[src/rtl/icon_scheduler.sv]
// rtl/icon_scheduler.sv - double-buffered sprite slot scheduler with collision counter
//
// Ports:
//   clock, reset         rising-edge clock, asynchronous active-high reset
//   video_on             display active region
//   pixel_row/column     current pixel coordinate (10 bits each)
//   frame_start          one-cycle pulse at the first pixel of each frame
//   cfg_we/slot/data     shadow slot write {enable, code[3:0], y[9:0], x[9:0]}
//   commit_req           request to copy shadow slots to active at next frame_start
//   commit_ack           one-cycle pulse after the copy has happened
//   commit_pending       request accepted but not yet applied
//   icon                 winning sprite code, registered, 0 = no icon
//   collision_count      multi-sprite pixel count of the previous frame (saturating)
module icon_scheduler #(
    parameter int N_SLOTS   = 4,
    parameter int ICON_SIZE = 16
) (
    input  logic        clock,
    input  logic        reset,
    input  logic        video_on,
    input  logic [9:0]  pixel_row,
    input  logic [9:0]  pixel_column,
    input  logic        frame_start,
    input  logic        cfg_we,
    input  logic [1:0]  cfg_slot,
    input  logic [24:0] cfg_data,
    input  logic        commit_req,
    output logic        commit_ack,
    output logic        commit_pending,
    output logic [3:0]  icon,
    output logic [15:0] collision_count
);

    localparam logic [10:0] SIZE11 = 11'(ICON_SIZE);

    logic       sh_en   [N_SLOTS];
    logic [3:0] sh_code [N_SLOTS];
    logic [9:0] sh_y    [N_SLOTS];
    logic [9:0] sh_x    [N_SLOTS];
    logic       act_en  [N_SLOTS];
    logic [3:0] act_code[N_SLOTS];
    logic [9:0] act_y   [N_SLOTS];
    logic [9:0] act_x   [N_SLOTS];

    logic [N_SLOTS-1:0] hit;
    logic [3:0]         win_code;
    logic [2:0]         hit_cnt;
    logic               pixel_coll;
    logic               commit_fire;
    logic [15:0]        acc;

    // A request arriving on the frame_start edge itself is honoured immediately.
    assign commit_fire = frame_start && (commit_pending || commit_req);

    // Slot storage. Non-blocking semantics make a coincident write land only in
    // shadow while the copy takes the pre-write shadow contents.
    always_ff @(posedge clock or posedge reset) begin
        if (reset) begin
            for (int s = 0; s < N_SLOTS; s++) begin
                sh_en[s]    <= 1'b0;
                sh_code[s]  <= 4'd0;
                sh_y[s]     <= 10'd0;
                sh_x[s]     <= 10'd0;
                act_en[s]   <= 1'b0;
                act_code[s] <= 4'd0;
                act_y[s]    <= 10'd0;
                act_x[s]    <= 10'd0;
            end
        end else begin
            for (int s = 0; s < N_SLOTS; s++) begin
                if (commit_fire) begin
                    act_en[s]   <= sh_en[s];
                    act_code[s] <= sh_code[s];
                    act_y[s]    <= sh_y[s];
                    act_x[s]    <= sh_x[s];
                end
                // Indices at or above N_SLOTS match no slot and are dropped.
                if (cfg_we && cfg_slot == 2'(s)) begin
                    sh_en[s]   <= cfg_data[24];
                    sh_code[s] <= cfg_data[23:20];
                    sh_y[s]    <= cfg_data[19:10];
                    sh_x[s]    <= cfg_data[9:0];
                end
            end
        end
    end

    // Commit handshake: requests do not queue, one pending flag is enough.
    always_ff @(posedge clock or posedge reset) begin
        if (reset) begin
            commit_pending <= 1'b0;
            commit_ack     <= 1'b0;
        end else begin
            commit_ack <= commit_fire;
            if (commit_fire) begin
                commit_pending <= 1'b0;
            end else if (commit_req) begin
                commit_pending <= 1'b1;
            end
        end
    end

    // Hit test at 11 bits so x+ICON_SIZE past 1023 clips instead of wrapping.
    always_comb begin
        hit = '0;
        for (int s = 0; s < N_SLOTS; s++) begin
            hit[s] = act_en[s] && (act_code[s] != 4'd0)
                  && ({1'b0, pixel_column} >= {1'b0, act_x[s]})
                  && ({1'b0, pixel_column} <  ({1'b0, act_x[s]} + SIZE11))
                  && ({1'b0, pixel_row}    >= {1'b0, act_y[s]})
                  && ({1'b0, pixel_row}    <  ({1'b0, act_y[s]} + SIZE11));
        end
    end

    // Walk from the highest slot down so the lowest-index hit is left standing.
    always_comb begin
        win_code = 4'd0;
        hit_cnt  = 3'd0;
        for (int s = N_SLOTS - 1; s >= 0; s--) begin
            if (hit[s]) begin
                win_code = act_code[s];
                hit_cnt  = hit_cnt + 3'd1;
            end
        end
    end

    assign pixel_coll = video_on && (hit_cnt >= 3'd2);

    always_ff @(posedge clock or posedge reset) begin
        if (reset) begin
            icon <= 4'd0;
        end else begin
            icon <= video_on ? win_code : 4'd0;
        end
    end

    // At frame_start the finished frame's total is published and this cycle's
    // pixel becomes the first contribution to the new frame.
    always_ff @(posedge clock or posedge reset) begin
        if (reset) begin
            acc             <= 16'd0;
            collision_count <= 16'd0;
        end else if (frame_start) begin
            collision_count <= acc;
            acc             <= pixel_coll ? 16'd1 : 16'd0;
        end else if (pixel_coll && acc != 16'hFFFF) begin
            acc <= acc + 16'd1;
        end
    end

endmodule

[config.mk]
export PLATFORM = sky130hd
export DESIGN_NAME = icon_scheduler
export DESIGN_NICKNAME = d
export VERILOG_FILES = /design/src/rtl/icon_scheduler.sv
export SDC_FILE = /design/constraint.sdc
export NUM_CORES = 1
export LEC_CHECK = 0
export ABC_AREA = 0
export ABC_CLOCK_PERIOD_IN_PS = 11550
export CAP_MARGIN = 0
export CORE_MARGIN = 5
export CORE_UTILIZATION = 65
export CTS_BUF_LIST = sky130_fd_sc_hd__clkbuf_8
export DETAILED_ROUTE_END_ITERATION = 8
export PLACE_DENSITY = 0.86
export SYNTH_ARGS = -nofsm -noshare
export SYNTH_HDL_FRONTEND = slang
export SYNTH_SLANG_ARGS = --single-unit
[constraint.sdc]
create_clock -name clock -period 11.55 [get_ports clock]
set_input_delay 1.155 -clock clock [delete_from_list [all_inputs] [get_ports clock]]
set_output_delay 1.155 -clock clock [all_outputs]
set_load 0.02 [all_outputs]
==> run metrics, run 1 <==
status=completed; # setup viols final=0; vias in the first global route=10140; hpwl dp=roughly 21000 um; fmax=between 150 and 200 MHz; Hold Path Depth=2; Clock Tree Root=clkbuf_8; final layout net count=1538; Final Wtd Congestion=0.9046; clock skew=0.02303 ns; DRT Pass-1 Iters=5; CTS Buffer Depth=3; Routed Antenna Nets=0; Async SR Flop Fraction=100.0%; CTS tree=built; synthesized area=13050 um2; die area=23010 um2; wire per inst=roughly 18 um; CP endpoint kind=flop; Syn Area/Cell=10.34 um2; Levels on crit path=18; Num CTS Buffers=39; register area share after synthesis=45.64%; cell family with most CP delay=compound AO/OA/AOI/OAI gates; final core occ=75.10%; largest net degree at the start of global routing=103; Worst Hold Slack=0.4619 ns; DR vias/cell=about 5.9; Max VDD drop=0.1014 mV; CP max-delay cell=clkdlybuf4s50_1; CP peak stage delay=0.49 ns; Setup WS pre-CTS=~5.6 ns; Worst EP required=between 10 and 15 ns; hold crit path type=flop to flop; Max Cap Viol=0; number of flops mapped to enable cells by yosys=0; H-tree levels=2; first-pass GRT wire length=49520 um; clk slew on worst S/H paths=0.06 ns; GR Layer Usage met3=4.789%; crit path cell chain=clkdlybuf4s50_1, ha_1, nor2b_1, o21a_1, o21ai_0, nand2_1, a211o_1, a211oi_1, and3_1, inv_1, ha_1, or2_2, nand2_1, ha_1, o21ai_0, a41o_4, nor4_1, mux2_2; worst setup path category=input pin to flop; Clock Latency Late Sink=about 0.54 ns; Ys Warns=0; Setup TNS Final=0 ns; Top Ports=75; Worst slew margin=between 30 and 40%; grt ovf=0; Initial DRC Count=707; Top FF cell, synth=dfrtp_1; CTS sink cnt=238; Leak Pwr=6.854 nW; Non-Filler Instances=1634; die width=151.7 um; Arr. time, crit path=5.91 ns; Hold Buf Count CTS=0; vias post-DR=9678; Final period util=47.50%; fill count=roughly 1400; placed cells=1569; antenna violations before repair=0; worst-margin pin slew=0.9376 ns; critical path's most frequent cell=ha_1; # port buffers=74; routing usage on met2=45.07%; Inserted Diodes=0; DRC viols=0; Pins Over Slew Limit=0; largest fanout on the critical path=17; core area=19590 um2; Syn Nets=1455; Starting Density=66.61%; Post-Syn Instances=around 1300; Layout area overhead=12.75%; startpoint types=input pin; layout cells sized above 1=~15%; final critical-path required period=around 5.5 ns; PwrDens=159.8 nW/um2; row count=51; WL final=29570 um; gr busiest metal=met2; Setup WS post-layout=6.064 ns; worst path bufs/invs=2; M1 GR Usage=34.87%; Gates resized, CTS repair=0; setup bufs post-CTS=0; Cell variety after synth=between 60 and 70; Total GRT Usage=around a quarter; die height=151.7 um; Hold Fails Final Rpt=0; reg2reg path depth=19; number of synthesized register bits=approximately 240; RSZ-0062 raised after global routing=false
-- per-layer routing --
layer  vias up  routed length (um)
met1      4764               12630
met5         -                   0
met4         0                 869
li1       4595                   -
met2       257               14560
met3        62                1503
-- final timing paths --
kind | startpoint | to | slack, ns
max | pixel_column[1] | acc[15] | 6.06
min | sh_code[7] | act_code[7] | 0.46
min reg2reg | sh_code[7] | act_code[7] | 0.46
max in group asynchronous | reset | sh_y[7] | 8.99
min in group asynchronous | reset | sh_x[10] | 1.15
max reg2reg | act_x[14] | acc[15] | 6.39
-- power by group --
group          switching, mW  total [mW]  internal [mW]
Sequential            0.0955        1.07          0.976
Clock                  0.323       0.670          0.347
Combinational          0.333       0.610          0.277
-- stage by stage --
stage | power, mW | cell area [um2]
detailed placement | 1.683 | 14020
global placement | 1.642 | 14020
finish | 2.351 | 14710
CTS | 2.359 | 14710
global route | 2.504 | 14710
floorplan | 1.496 | 13050
-- final cells by class --
class | instances | area, um2 | area share [%]
inverters | 102 | 392.9 | 2.670
repair buffers | 84 | 815.8 | 5.545
well taps | 265 | 331.6 | 2.254
flip-flops and latches | 238 | 5956 | 40.48
clock buffers | 44 | 605.6 | 4.116
multi-input cells | 880 | 6520 | 44.31
clock inverters | 21 | 91.34 | 0.6208
-- sequential cells by signal (all words and copies together), names as in the netlist --
register         cells
act_x               40
act_y               40
sh_x                40
sh_y                40
acc                 16
act_code            16
collision_count     16
sh_code             16
act_en               4
icon                 4
sh_en                4
commit_ack           1
commit_pending       1
-- tightest hold or removal path: cells and delay by family (launching register included) --
| kind | cells | cell delay [ns] |
|---|---|---|
| DFF | 1 | 0.34 |
| and+or+nand+nor | 2 | 0.09 |
-- cell usage after synthesis (6+ instances only) --
| library cell | n | share of area, % |
|---|---|---|
| dfrtp_1 | 238 | 46 |
| nand2_1 | 181 | 5.2 |
| ha_1 | 140 | 13 |
| mux2_2 | 121 | 10 |
| o21ai_0 | 106 | 4.1 |
| inv_1 | 102 | 2.9 |
| nand3_1 | 49 | 1.9 |
| a21oi_1 | 43 | 1.6 |
| xnor2_1 | 33 | 2.2 |
| clkbuf_1 | 32 | 0.92 |
| nor2_1 | 22 | 0.63 |
| nor3_1 | 22 | 0.84 |
| o21a_1 | 19 | 1.1 |
| nor2b_1 | 14 | 0.67 |
| a21o_1 | 13 | 0.75 |
| and3_1 | 10 | 0.48 |
| nand2b_1 | 9 | 0.43 |
| a31oi_1 | 8 | 0.38 |
| a211oi_1 | 7 | 0.40 |
| o31ai_1 | 7 | 0.40 |
| nand4_1 | 6 | 0.29 |
| o2111ai_1 | 6 | 0.40 |
-- kinds of logic (layout without fill, tap and decap cells) --
group / count (synthesis) / after routing / synth area share (%)
muxes: 121 / 121 / 10.44
xor gates and xnor gates: 33 / 33 / 2.215
buffers and inverters: 144 / 251 / 4.459
and+or+nand+nor: 337 / 337 / 11.93
adders and majority gates: 140 / 140 / 13.42
AOI/OAI and AO/OA: 249 / 249 / 11.89
DFF: 238 / 238 / 45.64
-- cell usage in the layout, fill, tap and decap left out, types with 3 or more instances in the layout --
| master | netlist | layout |
|---|---|---|
| dfrtp_1 | 238 | 238 |
| nand2_1 | 181 | 181 |
| ha_1 | 140 | 140 |
| mux2_2 | 121 | 121 |
| inv_1 | 102 | 116 |
| o21ai_0 | 106 | 105 |
| clkdlybuf4s50_1 | 0 | 74 |
| nand3_1 | 49 | 49 |
| clkbuf_8 | 2 | 44 |
| a21oi_1 | 43 | 43 |
| xnor2_1 | 33 | 33 |
| nor2_1 | 22 | 22 |
| nor3_1 | 22 | 22 |
| o21a_1 | 19 | 19 |
| nor2b_1 | 14 | 14 |
| a21o_1 | 13 | 13 |
| and3_1 | 10 | 10 |
| buf_4 | 0 | 10 |
| nand2b_1 | 9 | 9 |
| a31oi_1 | 8 | 8 |
| a211oi_1 | 7 | 7 |
| o31ai_1 | 7 | 7 |
| o2111ai_1 | 6 | 6 |
| nand4_1 | 6 | 6 |
| o41ai_1 | 4 | 4 |
| nor4_1 | 4 | 4 |
| or4_1 | 4 | 4 |
| clkinv_2 | 0 | 4 |
| o211ai_1 | 3 | 3 |
| a211o_1 | 3 | 3 |
| o21bai_1 | 3 | 3 |
| a31o_2 | 3 | 3 |
| or2_2 | 3 | 3 |
| a311oi_1 | 3 | 3 |
Power figures use the tool's default switching activity.
==> run 2, diff against run 1 <==
--- a/config.mk
+++ b/config.mk
@@ -6,13 +6,13 @@
 export NUM_CORES = 1
 export LEC_CHECK = 0
 export ABC_AREA = 0
-export ABC_CLOCK_PERIOD_IN_PS = 11550
+export ABC_CLOCK_PERIOD_IN_PS = 5400
 export CAP_MARGIN = 0
 export CORE_MARGIN = 5
-export CORE_UTILIZATION = 65
+export CORE_UTILIZATION = 62
 export CTS_BUF_LIST = sky130_fd_sc_hd__clkbuf_8
 export DETAILED_ROUTE_END_ITERATION = 8
-export PLACE_DENSITY = 0.86
+export PLACE_DENSITY = 0.82
 export SYNTH_ARGS = -nofsm -noshare
 export SYNTH_HDL_FRONTEND = slang
 export SYNTH_SLANG_ARGS = --single-unit
==> constraint.sdc (replaced) <==
create_clock -name clock -period 5.4 [get_ports clock]
set_input_delay 0.54 -clock clock [delete_from_list [all_inputs] [get_ports clock]]
set_output_delay 0.54 -clock clock [all_outputs]
set_load 0.02 [all_outputs]
==> run metrics, run 2 (synthesis gave the netlist of run 1 again) <==
status=completed; die area=24050 um2 (+4.5%); Final Wtd Congestion=0.8996 (-0.55%); die width=155.1 um (+2.2%); vias in the first global route=10210 (+0.65%); Total GRT Usage=25.26% (-1.5 points); CP endpoint kind=flop; row count=53 (+3.9%); Placed Area=14130 um2 (+0.85%); Worst slew margin=30.21% (-7.3 points); Worst EP required=5.83 ns (-6.14 ns); hold crit path type=input pin to asynchronous set/reset pin; crit path cell chain=ha_1, and3_1, xnor2_1, ha_1, o21a_1, o21ai_0, nor3b_1, a211o_1, a211oi_1, buf_4, and3_1, ha_1, xnor2_1, ha_1, or3_4, a41o_4, nor4_1, mux2_2; Gates resized, CTS repair=0 (unchanged); DRC viols=0 (unchanged); startpoint types=flop; total power=5.140 mW (+120%); Hold Buf Count CTS=0 (unchanged); Pins Over Slew Limit=0 (unchanged); Max Cap Viol=0 (unchanged); Setup TNS Final=0 ns (unchanged); FF+latch area=5956 um2 (unchanged); Clock Tree Root=clkbuf_8; # setup viols final=0 (unchanged); largest fanout on the critical path=17 (unchanged); fill count=1534 (+12%); RSZ-0062 raised after global routing=false; reg2reg path depth=18 (-1); first-pass GRT wire length=49890 um (+0.74%); core area=20890 um2 (+6.6%); die height=155.1 um (+2.2%); Inserted Diodes=0 (unchanged); final critical-path required period=4.838 ns; CTS Buffer Depth=3 (unchanged); Routed Antenna Nets=0 (unchanged); fmax=206.7 MHz; final layout net count=1553 (+0.98%); Initial DRC Count=577 (-18%); Max VDD drop=0.2406 mV (+140%); CP max-delay cell=dfrtp_1; Leak Pwr=6.911 nW (+0.83%); end of the worst register-to-register path=acc[15]; Clock Latency Late Sink=0.55 ns (about the same); CTS sink cnt=238 (unchanged); Multi-input gate area=6520 um2 (unchanged); clk slew on worst S/H paths=0.07 ns (about the same); WL final=29710 um (+0.47%); critical path's most frequent cell=ha_1; DR vias/cell=5.934 (+0.18%); layout cells sized above 1=15.72% (+1.1 points); wire per inst=17.95 um (-0.81%); Final period util=89.60%; Non-Filler Instances=1655 (+1.3%); cell family with most CP delay=simple AND/OR/NAND/NOR gates; fin area=14880 um2 (+1.1%); Top Ports=75 (unchanged); # port buffers=74 (unchanged); placed cells=1592 (+1.5%); RR Startpoint=act_x[14]; Arr. time, crit path=5.27 ns (-0.64 ns); worst-margin pin slew=1.047 ns (+0.1092 ns); CP peak stage delay=0.42 ns (-0.07 ns); hpwl dp=20870 um (+1.1%); Setup WS pre-CTS=0.2629 ns (-5.296 ns); Layout area overhead=14.00%; grt ovf=0 (unchanged); CTS tree=built; Hold Fails Final Rpt=0 (unchanged); largest net degree at the start of global routing=136 (+32%); worst path bufs/invs=1 (-1); Worst R2R Setup Slack=0.56 ns (-5.83 ns); Num CTS Buffers=41 (+5.1%); setup bufs post-CTS=0 (unchanged); antenna violations before repair=0 (unchanged); commonest non-fill, non-tap cell in the layout=dfrtp_1; DRT Pass-1 Iters=5 (unchanged); Starting Density=62.47% (-4.1 points); Setup WS post-layout=0.5616 ns (-5.502 ns); most frequent cells in the layout=dfrtp_1 (238), nand2_1 (181), ha_1 (140), mux2_2 (121), inv_1 (110); vias post-DR=9820 (+1.5%); clock skew=0.02261 ns (-0.0004124 ns); worst setup path category=flop to flop; H-tree levels=2 (unchanged); PwrDens=345.5 nW/um2 (+120%)
==> run 2: cell types whose count changed in the layout (fill, tap and decap cells not counted), sizes merged <==
cell      before  now
buf           10   23
clkinv         4    3
bufinv         0    1
clkbuf        44   46
clkinvlp       0    2
inv          119  113
==> run 2: how the worst max path moves through the flow <==
| stage | start | endpoint | slack [ns] | cells past startpoint |
|---|---|---|---|---|
| 4_1_cts | act_x[14] | acc[15] | 0.59 | 18 |
| 2_1_floorplan | act_x[14] | acc[12] | 0.91 | 19 |
| 6_report | act_x[14] | acc[15] | 0.56 | 18 |
| 5_1_grt | act_x[14] | acc[15] | 0.28 | 20 |
| 3_5_place_dp | pixel_row[0] | acc[15] | 0.26 | 18 |
| 3_3_place_gp | pixel_row[0] | acc[15] | 0.38 | 18 |
==> run 2: layout make-up <==
type                    count  share of cell area, %
well taps                 275                  2.313
flip-flops and latches    238                  40.04
clock buffers              46                  4.256
clock inverters            17                 0.7234
multi-input cells         880                  43.83
inverters                 102                  2.616
repair buffers             97                  6.224
==> run 2: metal layers <==
metal | share of wire, % | vias to the layer above | routed length (um) | track usage, %
met5 | 0 | - | 0 | 0
met4 | 3.6 | 0 | 1082 | 10.60
met3 | 4.5 | 83 | 1323 | 3.421
met2 | 48 | 266 | 14300 | 42.72
met1 | 44 | 4839 | 13000 | 32.86
li1 | - | 4632 | - | -
==> run 2: per-stage QoR <==
step,hold WS [ns],util (%)
2_1_floorplan,0.4331,-
3_3_place_gp,0.4418,67.67
3_5_place_dp,0.4490,67.67
4_1_cts,0.3494,71.21
5_1_grt,0.3952,71.21
6_report,0.3549,71.21
==> run 2: power breakdown <==
part	internal, mW	total, mW	switching [mW]
Clock	0.820	1.53	0.715
Sequential	2.09	2.29	0.204
Combinational	0.603	1.31	0.710
Total	3.51	5.14	1.63
==> run 2: worst reg2reg max path, delay by kind of cell (launching register included) <==
| family | cells | cell delay [ns] |
|---|---|---|
| DFF | 1 | 0.42 |
| xor gates and xnor gates | 2 | 0.30 |
| muxes | 1 | 0.37 |
| AOI/OAI and AO/OA | 5 | 1.24 |
| and+or+nand+nor | 5 | 1.26 |
| buffers and inverters | 1 | 0.17 |
| adders and majority gates | 4 | 0.99 |
==> patch, RTL diff (settings of run 2) <==
`N_SLOTS`: 4 -> 2.
--- a/src/rtl/icon_scheduler.sv
+++ b/src/rtl/icon_scheduler.sv
@@ -12,7 +12,7 @@
 //   icon                 winning sprite code, registered, 0 = no icon
 //   collision_count      multi-sprite pixel count of the previous frame (saturating)
 module icon_scheduler #(
-    parameter int N_SLOTS   = 4,
+    parameter int N_SLOTS   = 2,
     parameter int ICON_SIZE = 16
 ) (
     input  logic        clock,
Check against the original RTL: not equivalent (Yosys sat finds a counterexample within 4 cycles, from zero or initial values and one cycle with reset high).
==> patch against run 2 <==
Maximum frequency up 27%; synthesized area down 43%; clock skew down 0.011 ns; cell area down 40%; first-iteration DRC count down 46%; routed wire length down 48%; count of clock-buffer cells in the layout down 27; total power down 35%; clock power down 31%; setup slack better by 1.0 ns; sequential cell count down 100; largest cell class unchanged.
==> patch: results (changes against run 2) <==
- Via count: 5223 (-47%)
- Total CTS buffers: 17 (-59%)
- Setup Skew: 0.0118 ns (-0.0108 ns)
- Leak Pwr: 4.06 nW (-41%)
- Max stage delay on crit path: 0.56 ns (+0.14 ns)
- Worst-path fanout max: 14 (-3)
- Top cells by count, synth: 138 x dfrtp_1, 129 x mux2_2, 69 x ha_1
- GRT Total Usage: 23.0% (-2.2 points)
- TritonRoute pass-1 iters: 7 (+2)
- Peak VDD IR: 273 uV (+14%)
- Status: finished, final reports clean
- First-pass GRT wire length: 26.4 mm (-47%)
- Clock latency on the worst-skew pair: 0.46 ns (-0.09 ns)
- Adder-cell share of the synthesized area: 11.5% (-1.9 points)
- Synth Area in Compound Gates: 6.83% (-5.1 points)
- CP max-delay cell: o21ai_0
- RePlAce Congestion: 0.869 (-3.4%)
- Dpl hpwl: 11.4 mm (-46%)
- Seq/Total Area, Yosys: 46.1% (+0.47 points)
- Met3 GRT Util: 5.56% (+2.1 points)
- Met1 WL: 6.68 mm (-49%)
- GR Util met2: 38.9% (-3.8 points)
- Mapped Nets: 764 (-47%)
- Iteration-0 DRC Markers: 310 (-46%)
- Mux cell area share after synthesis: 19.4% (+9.0 points)
- CP Data Arrival Time: 4.17 ns (-1.10 ns)
- Largest net degree at the start of global routing: 50 (-63%)
- H-tree depth: 4 (+2)
- Period utilization: 70.8% (-19 points)
- Hold Crit Class: reg -> reg
- Clock tree buffer depth: 2 (-1)
- Layout cells sized above 1: 24.2% (+8.5 points)
- Metal3 WL: 725 um (-45%)
-- patch: cell types whose count changed after synthesis, sizes merged, moves of 16 or more --
cell and delta:
clkbuf -22, xnor2 -17, dfrtp -100, o21a -16
o21ai -92, nand2 -161, inv -50, a21oi -20
nand3 -26, ha -71
-- patch: final timing paths --
| path | startpoint | end | depth (start not counted) |
|---|---|---|---|
| max in group asynchronous | reset | act_x[17] | 3 |
| max | act_y[16] | acc[9] | 11 |
| max reg2reg | act_y[16] | acc[9] | 11 |
| min reg2reg | sh_x[1] | act_x[1] | 1 |
| min in group asynchronous | reset | acc[5] | 2 |
| min | sh_x[1] | act_x[1] | 1 |
-- patch: final cells by class --
type	instances	area, um^2
Timing Repair Buffer	79	773
Clock inverter	13	248
Multi-Input combinational cell	434	3790
Inverter	52	198
Sequential cell	138	3450
Fill cell	788	3010
Clock buffer	19	262
Tap cell	147	184
-- patch: cell families (layout without fill, tap and decap cells) --
group / count (synthesis) / after routing
mux: 129 / 129
simple gates: 144 / 144
fa+ha+maj: 69 / 69
xor+xnor: 16 / 16
buf+inv: 70 / 163
flops: 138 / 138
compound gates: 76 / 76
-- patch: through the flow --
stage,utilization [%],cell area (um^2),power [mW],hold slack [ns]
2_1_floorplan,-,7490,2.02,0.475
3_3_place_gp,70.5,8400,2.22,0.481
3_5_place_dp,70.5,8400,2.29,0.490
4_1_cts,74.8,8900,3.37,0.508
5_1_grt,74.8,8900,3.55,0.518
6_report,74.8,8900,3.35,0.500
-- patch: where the power goes --
group | internal [mW] | leakage, nW | switching (mW)
combinational | 0.465 | 2.09 | 0.465
sequential | 1.21 | 1.71 | 0.144
clock | 0.664 | 0.258 | 0.395
total | 2.34 | 4.06 | 1.00
